<file path="src/rtl/pipeline_pkg.sv">
// Shared widths and encodings for the ID/EX operand stage and its forwarding muxes.
package pipeline_pkg;

   localparam int XLEN = 32;
   localparam int REGW = 5;

   typedef enum logic [2:0] {
      ALU_ADD = 3'b000,
      ALU_SUB = 3'b001,
      ALU_AND = 3'b010,
      ALU_OR  = 3'b011,
      ALU_SLT = 3'b101
   } alu_op_e;

   typedef enum logic [1:0] {
      FWD_REG = 2'b00,
      FWD_MEM = 2'b10,
      FWD_WB  = 2'b01
   } fwd_sel_e;

endpackage

</file>
<file path="src/rtl/forward_mux.sv">
// Selects the freshest value for one source register: EX/MEM, then MEM/WB, then the register file.
module forward_mux
   import pipeline_pkg::*;
#(
   parameter int XLEN_P = XLEN,
   parameter int REGW_P = REGW
) (
   input  logic [REGW_P-1:0] src_i,
   input  logic [XLEN_P-1:0] reg_val_i,
   input  logic              m_reg_write_i,
   input  logic [REGW_P-1:0] m_rd_i,
   input  logic [XLEN_P-1:0] m_result_i,
   input  logic              w_reg_write_i,
   input  logic [REGW_P-1:0] w_rd_i,
   input  logic [XLEN_P-1:0] w_result_i,
   output logic [XLEN_P-1:0] val_o,
   output logic [1:0]        sel_o
);

   logic src_nonzero;
   assign src_nonzero = (src_i != '0);

   always_comb begin
      val_o = reg_val_i;
      sel_o = FWD_REG;
      // x0 is hardwired to zero, so a write aimed at it must never be forwarded.
      if (src_nonzero && m_reg_write_i && (m_rd_i == src_i)) begin
         val_o = m_result_i;
         sel_o = FWD_MEM;
      end else if (src_nonzero && w_reg_write_i && (w_rd_i == src_i)) begin
         val_o = w_result_i;
         sel_o = FWD_WB;
      end
   end

endmodule

</file>
<file path="src/rtl/id_ex_operand_stage.sv">
// ID/EX pipeline register with stall/flush, feeding forwarded operands to the execute ALU.
module id_ex_operand_stage
   import pipeline_pkg::*;
#(
   parameter int XLEN_P = XLEN,
   parameter int REGW_P = REGW
) (
   input  logic              clk,
   input  logic              reset,
   input  logic              stall,
   input  logic              flush,
   input  logic              d_valid,
   input  logic [XLEN_P-1:0] d_rd1,
   input  logic [XLEN_P-1:0] d_rd2,
   input  logic [XLEN_P-1:0] d_imm,
   input  logic [REGW_P-1:0] d_rs1,
   input  logic [REGW_P-1:0] d_rs2,
   input  logic [REGW_P-1:0] d_rd,
   input  logic [2:0]        d_alu_control,
   input  logic              d_alu_src,
   input  logic              d_reg_write,
   input  logic [REGW_P-1:0] m_rd,
   input  logic              m_reg_write,
   input  logic [XLEN_P-1:0] m_result,
   input  logic [REGW_P-1:0] w_rd,
   input  logic              w_reg_write,
   input  logic [XLEN_P-1:0] w_result,
   output logic [XLEN_P-1:0] alu_a,
   output logic [XLEN_P-1:0] alu_b,
   output logic [2:0]        e_alu_control,
   output logic [XLEN_P-1:0] e_store_data,
   output logic [REGW_P-1:0] e_rd,
   output logic              e_reg_write,
   output logic              e_valid,
   output logic [1:0]        fwd_a,
   output logic [1:0]        fwd_b
);

   logic              valid_q,     valid_d;
   logic              reg_write_q, reg_write_d;
   logic              alu_src_q,   alu_src_d;
   logic [2:0]        alu_ctl_q,   alu_ctl_d;
   logic [REGW_P-1:0] rs1_q,       rs1_d;
   logic [REGW_P-1:0] rs2_q,       rs2_d;
   logic [REGW_P-1:0] rd_q,        rd_d;
   logic [XLEN_P-1:0] rd1_q,       rd1_d;
   logic [XLEN_P-1:0] rd2_q,       rd2_d;
   logic [XLEN_P-1:0] imm_q,       imm_d;

   // Only decode-side inputs reach the next-state logic; m_/w_ feed outputs only.
   always_comb begin
      valid_d     = valid_q;
      reg_write_d = reg_write_q;
      alu_src_d   = alu_src_q;
      alu_ctl_d   = alu_ctl_q;
      rs1_d       = rs1_q;
      rs2_d       = rs2_q;
      rd_d        = rd_q;
      rd1_d       = rd1_q;
      rd2_d       = rd2_q;
      imm_d       = imm_q;
      if (flush) begin
         valid_d     = 1'b0;
         reg_write_d = 1'b0;
         alu_src_d   = 1'b0;
         alu_ctl_d   = ALU_ADD;
         rs1_d       = '0;
         rs2_d       = '0;
         rd_d        = '0;
         rd1_d       = '0;
         rd2_d       = '0;
         imm_d       = '0;
      end else if (!stall) begin
         valid_d     = d_valid;
         reg_write_d = d_reg_write & d_valid;
         alu_src_d   = d_alu_src;
         alu_ctl_d   = d_alu_control;
         rs1_d       = d_rs1;
         rs2_d       = d_rs2;
         rd_d        = d_rd;
         rd1_d       = d_rd1;
         rd2_d       = d_rd2;
         imm_d       = d_imm;
      end
   end

   always_ff @(posedge clk) begin
      if (reset) begin
         valid_q     <= 1'b0;
         reg_write_q <= 1'b0;
         alu_src_q   <= 1'b0;
         alu_ctl_q   <= ALU_ADD;
         rs1_q       <= '0;
         rs2_q       <= '0;
         rd_q        <= '0;
         rd1_q       <= '0;
         rd2_q       <= '0;
         imm_q       <= '0;
      end else begin
         valid_q     <= valid_d;
         reg_write_q <= reg_write_d;
         alu_src_q   <= alu_src_d;
         alu_ctl_q   <= alu_ctl_d;
         rs1_q       <= rs1_d;
         rs2_q       <= rs2_d;
         rd_q        <= rd_d;
         rd1_q       <= rd1_d;
         rd2_q       <= rd2_d;
         imm_q       <= imm_d;
      end
   end

   logic [XLEN_P-1:0] fwd_rs1_val;
   logic [XLEN_P-1:0] fwd_rs2_val;

   forward_mux #(.XLEN_P(XLEN_P), .REGW_P(REGW_P)) u_fwd_rs1 (
      .src_i         (rs1_q),
      .reg_val_i     (rd1_q),
      .m_reg_write_i (m_reg_write),
      .m_rd_i        (m_rd),
      .m_result_i    (m_result),
      .w_reg_write_i (w_reg_write),
      .w_rd_i        (w_rd),
      .w_result_i    (w_result),
      .val_o         (fwd_rs1_val),
      .sel_o         (fwd_a)
   );

   forward_mux #(.XLEN_P(XLEN_P), .REGW_P(REGW_P)) u_fwd_rs2 (
      .src_i         (rs2_q),
      .reg_val_i     (rd2_q),
      .m_reg_write_i (m_reg_write),
      .m_rd_i        (m_rd),
      .m_result_i    (m_result),
      .w_reg_write_i (w_reg_write),
      .w_rd_i        (w_rd),
      .w_result_i    (w_result),
      .val_o         (fwd_rs2_val),
      .sel_o         (fwd_b)
   );

   assign alu_a         = fwd_rs1_val;
   assign alu_b         = alu_src_q ? imm_q : fwd_rs2_val;
   assign e_store_data  = fwd_rs2_val;
   assign e_alu_control = alu_ctl_q;
   assign e_rd          = rd_q;
   assign e_reg_write   = reg_write_q;
   assign e_valid       = valid_q;

endmodule

</file>
<file path="config.mk">
export PLATFORM = sky130hd
export DESIGN_NAME = id_ex_operand_stage
export DESIGN_NICKNAME = d
export VERILOG_FILES = /design/src/rtl/pipeline_pkg.sv /design/src/rtl/forward_mux.sv /design/src/rtl/id_ex_operand_stage.sv
export SDC_FILE = /design/constraint.sdc
export NUM_CORES = 1
export LEC_CHECK = 0
export CORE_MARGIN = 2
export CORE_UTILIZATION = 42
export DETAILED_ROUTE_END_ITERATION = 7
export PLACE_DENSITY = 0.83
export SYNTH_ARGS = -nofsm -noshare
export SYNTH_HDL_FRONTEND = slang
export SYNTH_SLANG_ARGS = --single-unit
</file>
<file path="constraint.sdc">
create_clock -name clk -period 3.1 [get_ports clk]
set_input_delay 0.62 -clock clk [delete_from_list [all_inputs] [get_ports clk]]
set_output_delay 0.62 -clock clk [all_outputs]
set_load 0.02 [all_outputs]
</file>
==> metrics.md <==
| Metric | Value |
|---|---|
| Status | `complete, but fails checks` |
| Violated checks | `setup timing` |
| Pre-antenna DRT Iters | `5` |
| Syn Nets | `939` |
| Combinational power share | `18.1%` |
| Die height | `130 um` |
| Util after Layout | `73.6%` |
| Clk_skew | `0 ns` |
| Actual slew at the worst max-slew pin | `0.562 ns` |
| Fin crit period | `3.12 ns` |
| Placed Cells | `1238` |
| Filler cells | `1149` |
| Cells after Synth | `742` |
| Die Area | `0.0168 mm2` |
| Design area | `0.0113 mm2` |
| Kind of end point of the critical path | `output port` |
| VDD IR-drop max | `0.353 mV` |
| Pin count of the biggest net entering global routing | `118` |
| Switch Pwr | `1150 uW` |
| Fin crit share | `101%` |
| Sequential element share of the synthesized area | `35.4%` |
| CTS tree | `yes` |
| Clk Tree Root Cell | `clkbuf_16` |
| Iter 0 DRT Violations | `389` |
| Via count of the first global-routing pass | `6897` |
| Die W | `130 um` |
| DP Area | `0.0101 mm2` |
| Post-DP HPWL | `16200 um` |
| Final Instance Count excl. Fillers | `1293` |
| Unique masters post-synth | `36` |
| Sw Share | `24.5%` |
| Crit-path max FO | `6` |
| First-pass GRT wire length | `37300 um` |
| WP data arrival | `2.50 ns` |
| Hold/Removal Path Class | `reg -> reg` |
| Post-synthesis cell area | `0.00662 mm2` |
| H-tree levels | `4` |
| Final #Nets | `1266` |
| Min Hold Slack | `0.494 ns` |
| Most used cell, CP | `buf_4` |
| DR vias | `6797` |
| WL final | `24900 um` |
| Clock slew at reported path FFs | `0.05 ns` |
| Critical Path Source | `w_rd[4]` |
| # rows | `45` |
| CP Cell Sequence | `buf_4 -> xor2_4 -> nor4_4 -> buf_6 -> nand3_4 -> buf_4 -> a211oi_4 -> nor2_1 -> clkdlybuf4s15_2` |
| Max incr delay on CP | `0.32 ns` |
| Clock Path Buffers | `2` |
| TritonCTS Buffers | `17` |
| Worst EP required | `2.48 ns` |
| Place WS | `-0.694 ns` |
| Area growth, synth to finish | `70.3%` |
| Int Pwr | `3550 uW` |
| GPL Wtd Cong | `0.819` |
| Crit Reg-Reg Startpoint | `alu_src_q` |
| Core area | `0.0153 mm2` |
| Drt wl/cell | `19.3 um` |
| Peak Freq | `321 MHz` |
| Critical setup path kind | `in -> out` |
| Final Max Slew Viols | `0` |
| Max-cap violation count | `0` |
| Total Routing Usage GR | `29.0%` |
| Clock share of power | `48.0%` |
| # setup viols final | `2` |
| Clock Latency Late Sink | `0.42 ns` |
| Synth Register Bits | `117` |
| Clk sinks | `117` |
| Vias per std cell | `5.26` |
| Hold path start | `rd1_q[26]` |
| Ys Warns | `0` |
| Antenna viol nets, final | `0` |
| Initial antenna violation count | `0` |
| Initial core utilization | `43.2%` |
| DRC | `0` |
| Mean Syn Cell Area | `8.92 um2` |
| Diode count | `0` |
| Leak | `0.00484 uW` |
| Worst setup slack after layout | `-0.0191 ns` |
| Seq pwr share | `33.9%` |
| Worst slew margin | `62.5%` |
| GR Overflow Total | `0` |
| Ports | `307` |
| Final hold viol count | `0` |
| Worst Setup Start Kind | `input pin` |
| Crit path max-delay cell type | `nor4_4` |
| Layout cells sized above 1 | `29.2%` |
| Port bufs | `306` |
| Power per cell area | `418 mW/mm2` |
| RSZ-0062 raised after global routing | `true` |
## cells by family after synthesis
logic type | after synthesis | share of synthesized area [%]
xor gates and xnor gates | 20 | 2.65
DFF | 117 | 35.4
muxes | 147 | 22.2
AOI/OAI and AO/OA | 99 | 14.3
and+or+nand+nor | 295 | 20.5
buffers and inverters | 64 | 4.92
## through the flow
stage / power [uW] / setup TNS [ns]
after floorplan: 1970 / 0
after global placement: 2440 / -49.30
after detailed placement: 2450 / -56.54
after CTS: 4710 / 0
after global routing: 4860 / -0.884
final: 4710 / -0.0253
## state kept, by name (all words and copies together), names as in the netlist
register,cells
alu_src_q,1
e_alu_control,3
e_rd,5
e_reg_write,1
e_valid,1
imm_q,32
rd1_q,32
rd2_q,32
rs1_q,5
rs2_q,5
## worst max-delay path: cells and delay by family
kind,cells,cell delay (ns)
buffers and inverters,4,0.78
and+or+nand+nor,3,0.60
AOI/OAI and AO/OA,1,0.29
xor gates and xnor gates,1,0.19
## cell usage after synthesis (all sizes together)
master / instances / area (um2)
xnor2: 8 / 70.1
mux2i: 147 / 1470
buf: 26 / 179
o31ai: 32 / 380
xor2: 12 / 105
and3: 1 / 6.26
clkbuf: 35 / 135
and4: 31 / 275
nand3: 1 / 17.5
a22oi: 1 / 7.51
nor3: 1 / 5.00
nand4: 3 / 25.0
dfxtp: 117 / 2340
o21ai: 32 / 160
a31oi: 1 / 6.26
nor2: 185 / 694
a21oi: 1 / 5.00
or4: 1 / 7.51
a211oi: 32 / 390
nor2b: 2 / 12.5
or2: 1 / 6.26
inv: 3 / 11.3
nand2: 65 / 244
nor4: 4 / 61.3
## routing by layer
metal  up-vias  part of all wire, %  GRT usage, %
met1      3263                   40          34.3
met5         -                    0             0
li1       3222                    -             -
met3        40                  6.6          6.81
met4         0                  2.4          11.3
met2       272                   51          50.8
## placed cells by master, fill, tap and decap left out, types with 3 or more instances in the layout
master,count
clkdlybuf4s15_1,3
xnor2_2,3
xnor2_1,5
clkinv_4,4
clkdlybuf4s15_2,3
dlygate4sd2_1,9
o31ai_2,30
dfxtp_2,4
o21ai_1,16
mux2i_1,140
nand2_1,64
nor4_4,3
and4_2,3
mux2i_2,6
buf_4,63
and4_1,21
clkbuf_16,18
buf_16,3
bufinv_16,6
nor2_2,19
nor2_1,164
buf_6,9
buf_12,23
and4_4,7
xor2_1,9
clkdlybuf4s50_1,194
dfxtp_1,112
o21ai_0,15
a211oi_4,31
buf_2,57
## worst paths after layout
kind	to	slack, ns	cells after the start
max	e_store_data[31]	-0.02	9
min	rd1_q[26]	0.49	2
max reg2reg	alu_src_q	1.96	3
min reg2reg	rd1_q[26]	0.49	2
## layout make-up
class / count / area (um2) / area share (%)
multi-input combinational: 561 / 4420 / 39.2
tap: 211 / 264 / 2.34
timing repair buffer: 369 / 3550 / 31.5
clock buffer: 20 / 447 / 3.96
inverter: 3 / 16.3 / 0.144
clock inverter: 12 / 226 / 2.01
sequential: 117 / 2350 / 20.9
## power groups by stage
stage	clock [uW]	sequential, uW	combinational [uW]
after floorplan	0	1610	358
after global routing	2350	1600	905
after CTS	2290	1590	834
after global placement	0	1620	819
after detailed placement	0	1620	828
final	2260	1600	852
## repair_timing
item | CTS | global route
endpoints found under the setup margin | 100 | 95
resized for setup | 495 | 106
gates cloned | 6 | 1
hold buffers | 0 | 0
buffers inserted | 15 | 4
pin swaps | 28 | 26
Note: power is estimated with default switching activity, not from simulation.
